===== src/rtl/plab5_mcore_debug_responder.sv =====
// Core-side debug command responder: decodes {type, index} commands, samples the
// addressed core, and returns 32-bit responses in order through a small FIFO.
module plab5_mcore_debug_responder #(
   parameter int p_cmd_nbits   = 6,
   parameter int p_msg_nbits   = 32,
   parameter int p_num_cores   = 2,
   parameter int p_num_entries = 2
) (
   input  logic                     clk,
   input  logic                     reset,
   input  logic                     req_val,
   output logic                     req_rdy,
   input  logic [p_cmd_nbits-1:0]   req_cmd,
   output logic                     resp_val,
   input  logic                     resp_rdy,
   output logic [p_msg_nbits-1:0]   resp_msg,
   input  logic [p_num_cores*32-1:0] core_insts,
   output logic [7:0]               cmd_count,
   output logic [7:0]               err_count
);

   localparam int              PTR_W    = (p_num_entries > 1) ? $clog2(p_num_entries) : 1;
   localparam int              TYPE_W   = p_cmd_nbits - 3;
   localparam logic [PTR_W:0]  DEPTH    = (PTR_W+1)'(p_num_entries);
   localparam logic [3:0]      NCORES   = 4'(p_num_cores);
   localparam logic [7:0]      NCORES_B = 8'(p_num_cores);

   function automatic logic [7:0] sat_inc8(input logic [7:0] v);
      return (v == 8'hFF) ? v : v + 8'd1;
   endfunction

   logic [TYPE_W-1:0]    cmd_type;
   logic [2:0]           cmd_idx;
   logic [31:0]          inst_sel;
   logic [31:0]          msg_p0;
   logic                 err_p0;
   logic                 req_go;
   logic                 resp_go;
   logic [PTR_W-1:0]     wr_ptr;
   logic [PTR_W-1:0]     rd_ptr;
   logic [PTR_W:0]       occ;
   logic [PTR_W:0]       occ_next;
   logic [p_msg_nbits-1:0] fifo_mem [p_num_entries];

   assign cmd_type = req_cmd[p_cmd_nbits-1:3];
   assign cmd_idx  = req_cmd[2:0];
   assign req_go   = req_val & req_rdy;
   assign resp_go  = resp_val & resp_rdy;

   // Decode stage: message is formed from the command and core state in the accept cycle
   always_comb begin
      inst_sel = '0;
      for (int i = 0; i < p_num_cores; i++) begin
         if (cmd_idx == 3'(i)) inst_sel = core_insts[i*32 +: 32];
      end
      err_p0 = 1'b0;
      msg_p0 = '0;
      if ({1'b0, cmd_idx} >= NCORES)
         err_p0 = 1'b1;
      else if (cmd_type == '0)
         msg_p0 = {8'h00, NCORES_B, 8'h00, 5'b0, cmd_idx};
      else if (cmd_type == TYPE_W'(1))
         msg_p0 = inst_sel;
      else
         err_p0 = 1'b1;
      if (err_p0) msg_p0 = {16'hDEAD, 16'(req_cmd)};
   end

   always_comb begin
      occ_next = occ;
      if (req_go && !resp_go)
         occ_next = occ + 1'b1;
      else if (!req_go && resp_go)
         occ_next = occ - 1'b1;
   end

   // FIFO control and counters; req_rdy comes only from registered occupancy
   always_ff @(posedge clk or negedge reset) begin
      if (!reset) begin
         wr_ptr    <= '0;
         rd_ptr    <= '0;
         occ       <= '0;
         req_rdy   <= 1'b0;
         cmd_count <= 8'd0;
         err_count <= 8'd0;
      end else begin
         if (req_go) wr_ptr <= wr_ptr + 1'b1;
         if (resp_go) rd_ptr <= rd_ptr + 1'b1;
         occ     <= occ_next;
         req_rdy <= (occ_next < DEPTH);
         if (req_go) begin
            cmd_count <= cmd_count + 8'd1;
            if (err_p0) err_count <= sat_inc8(err_count);
         end
      end
   end

   // Storage stage: payload registers carry no reset, validity lives in occ
   always_ff @(posedge clk) begin
      if (req_go) fifo_mem[wr_ptr] <= p_msg_nbits'(msg_p0);
   end

   assign resp_val = (occ != '0);
   assign resp_msg = resp_val ? fifo_mem[rd_ptr] : '0;

endmodule


===== config.mk =====
export PLATFORM = sky130hd
export DESIGN_NAME = plab5_mcore_debug_responder
export DESIGN_NICKNAME = d
export VERILOG_FILES = /design/src/rtl/plab5_mcore_debug_responder.sv
export SDC_FILE = /design/constraint.sdc
export NUM_CORES = 1
export LEC_CHECK = 0
export ABC_AREA = 1
export CORE_ASPECT_RATIO = 0.8
export CORE_UTILIZATION = 45
export CTS_BUF_LIST = sky130_fd_sc_hd__clkbuf_8
export DETAILED_ROUTE_END_ITERATION = 10
export PLACE_DENSITY = 0.81
export SYNTH_ARGS = -nofsm -noshare
export SYNTH_HDL_FRONTEND = slang
export SYNTH_SLANG_ARGS = --single-unit

===== constraint.sdc =====
create_clock -name clk -period 3.9 [get_ports clk]
set_input_delay 0.78 -clock clk [delete_from_list [all_inputs] [get_ports clk]]
set_output_delay 0.78 -clock clk [all_outputs]
set_load 0.1 [all_outputs]

==> impl_metrics.ini <==
[run_status]
status = finished, violations left
failed_checks = design-rule violations

[routing]
dr.pass1.iters = 8
vias_per_cell = 5.025
routed_wl_um = 10300
drt_iter0_drc = 178
drcViolationCount = 1
vias = 3578
wl_per_cell_um = 14.47
drtAntennaViolNets = 0

[synth]
synthMuxAreaShare_pct = 0
synth.top_cell.area_share_pct = 46.06
synth_cells = 473
synth-edff-count = 64
synth-xor-area-share_pct = 1.259
synth_top_area_cell = edfxtp_1
ys_ff_latch = 85
synth_area_sq_mm = 0.004173
ys_top_cells_by_count = 170 x nand2_1, 78 x nor2_1, 64 x edfxtp_1
syn-num-nets = 552
synth_top_family_by_area = simple AND/OR/NAND/NOR gates
synth_cell_type_count = 27
synth.area.top_cells = edfxtp_1 46%, nand2_1 15%, dfrtp_1 13%
yosys.cell_count.top_type = nand2_1
asyncSetResetFlopFracSynth_pct = 24.71
ys_seq_area_share_pct = 58.65
synth_compound_area_share_pct = 7.316
synth-adder-area-share_pct = 1.499
ys.warnings.count = 0
yosys.area_share.simple_pct = 25.64
syn_avg_cell_area_sq_um = 8.822
synth_ff_type = edfxtp_1

[floorplanning]
dieArea_sq_mm = 0.009664
coreArea_sq_mm = 0.009037
row_count = 31
io-pin-count = 124
floorplan.initialDensity_pct = 46.17
die_x_um = 109.7
die_y_um = 88.13

[place]
portBuffers = 123
gp_congestion = 0.8776
placed_area_sq_mm = 0.005823
dp_hpwl_um = 7529

[worst_setup_path]
arrival_ns = 2.46
crit_type = reg2out
cp_max_fo = 34
crit_required_ns = 3.12
path_buf_inv = 3
cp_cell_sequence = inv_1 -> ha_1 -> inv_1 -> o21ai_0 -> nor2_1 -> buf_12
cpMaxStageDelayCell = inv_1
cp_common_cell = inv_1
cp_top_family = buffers and inverters
worstSetupEndpointType = output port
worstSetupStartpointType = flop
crit_path_max_incr_delay_ns = 0.70

[timing]
tns_ns = 0
finalCritPeriodShare_pct = 83.09
fmax_mhz = 308.6
report.final.slew_viol_count = 0
period_minus_slack_ns = 3.241
worst_clock_skew_ns = 0.007828
whs_ns = 0.5228
setup_viol = 0
tightestPinTransition_ns = 0.9845
rsz0062_at_grt = false
hold_viol_final = 0
max_slew_margin_pct = 34.21

[layout]
drive_above_1_share_pct = 13.07
final_area_sq_mm = 0.006005
fin_util_pct = 66.44
area_growth_pct = 43.90
nNetsFinal = 671
diodes = 0
n_fill_cell = 715

[clocking]
cts_buffers = 9
cts.repair.resized = 0
cts.htree.levels = 3
cts_tree = done
postCtsSetupBuffers = 0
path_clk_slew_ns = 0.08
clock_sinks = 85
hold_buffers = 0
clock_latency_ns = 0.34
clock-root-buffer = clkbuf_8
clockBufferDepth = 2

[grt]
grt_use_total_pct = 22.27
grt_overflow = 0
grt_pass1_wl_um = 16150
grt_pass1_vias = 3465
antenna_found_initial = 0
grt_max_degree = 35

[run]
maxCapViolCount = 0

[min_path]
hold_path_class = reg2reg
==> stage by stage <==
| stage | setup WS [ns] | instances |
|---|---|---|
| floorplan | 0.3435 | 473 |
| global placement | 1.103 | 696 |
| global route | 0.4795 | 712 |
| detailed placement | 1.013 | 696 |
| CTS | 0.6441 | 712 |
| finish | 0.6594 | 712 |
==> metal layers <==
| layer | track usage (%) | part of all wire (%) | vias to the layer above | wire (um) |
|---|---|---|---|---|
| met4 | 8.485 | 1.6 | 0 | 163 |
| met5 | 0 | 0 | - | 0 |
| li1 | - | - | 1752 | - |
| met3 | 4.836 | 5.6 | 16 | 581 |
| met2 | 39.34 | 52 | 112 | 5392 |
| met1 | 26.75 | 40 | 1698 | 4165 |
==> layout by cell type (no fill, tap or decap) <==
cell,instances
nor2_2,11
ha_1,5
clkinvlp_4,1
bufinv_16,1
o21ai_0,40
a21boi_1,1
nand3b_1,2
clkdlybuf4s50_1,90
xor2_1,3
dfrtp_1,21
nand4_1,3
clkinv_2,2
inv_1,32
xnor2_1,3
nand2_1,170
nand2_2,4
buf_12,32
buf_4,4
inv_2,2
clkinv_1,4
nor3_2,1
nand3_1,5
nor2_1,67
edfxtp_1,64
a21oi_2,6
clkbuf_8,9
a21oi_1,9
nand3_2,1
nor2_4,4
==> path summary, 6_finish.rpt <==
check                      startpoint            to  slack [ns]  depth (start not counted)
max in group asynchronous       reset        wr_ptr        2.34                          1
setup reg to reg               occ[0]        occ[1]        1.57                         11
setup / recovery               occ[0]   resp_msg[0]        0.66                          6
hold / removal                 occ[0]        occ[0]        0.52                          2
hold reg to reg                occ[0]        occ[0]        0.52                          2
min in group asynchronous       reset  err_count[1]        0.97                          1
==> tightest hold or removal path: stages, from the launching register on <==
cell and delay [ns]:
dfrtp_1 0.35, nand2_1 0.06, o21ai_0 0.08
==> final cells by class <==
type	count	area [sq um]	share of cell area (%)
Sequential cell	85	2447	40.76
Timing Repair Buffer	126	1572	26.17
Multi-Input combinational cell	335	1528	25.44
Tap cell	115	143.9	2.396
Inverter	35	132.6	2.209
Clock buffer	9	123.9	2.063
Clock inverter	7	57.56	0.9585
==> state kept, by name (all words and copies together) (netlist names) <==
signal     cells
wr_ptr         1
cmd_count      8
occ            2
req_rdy        1
err_count      8
rd_ptr         1
fifo_mem      64
==> kinds of logic after synthesis <==
kind of cell / Yosys count
AO/OA/AOI/OAI: 56
adder cells (fa/ha/maj): 5
XOR/XNOR: 6
buffers and inverters: 53
flip-flops: 85
AND/OR/NAND/NOR: 268
Power is left out: the tool's default activity adds up to more than one toggle a clock period on the data nets, which glitch-free logic cannot reach.
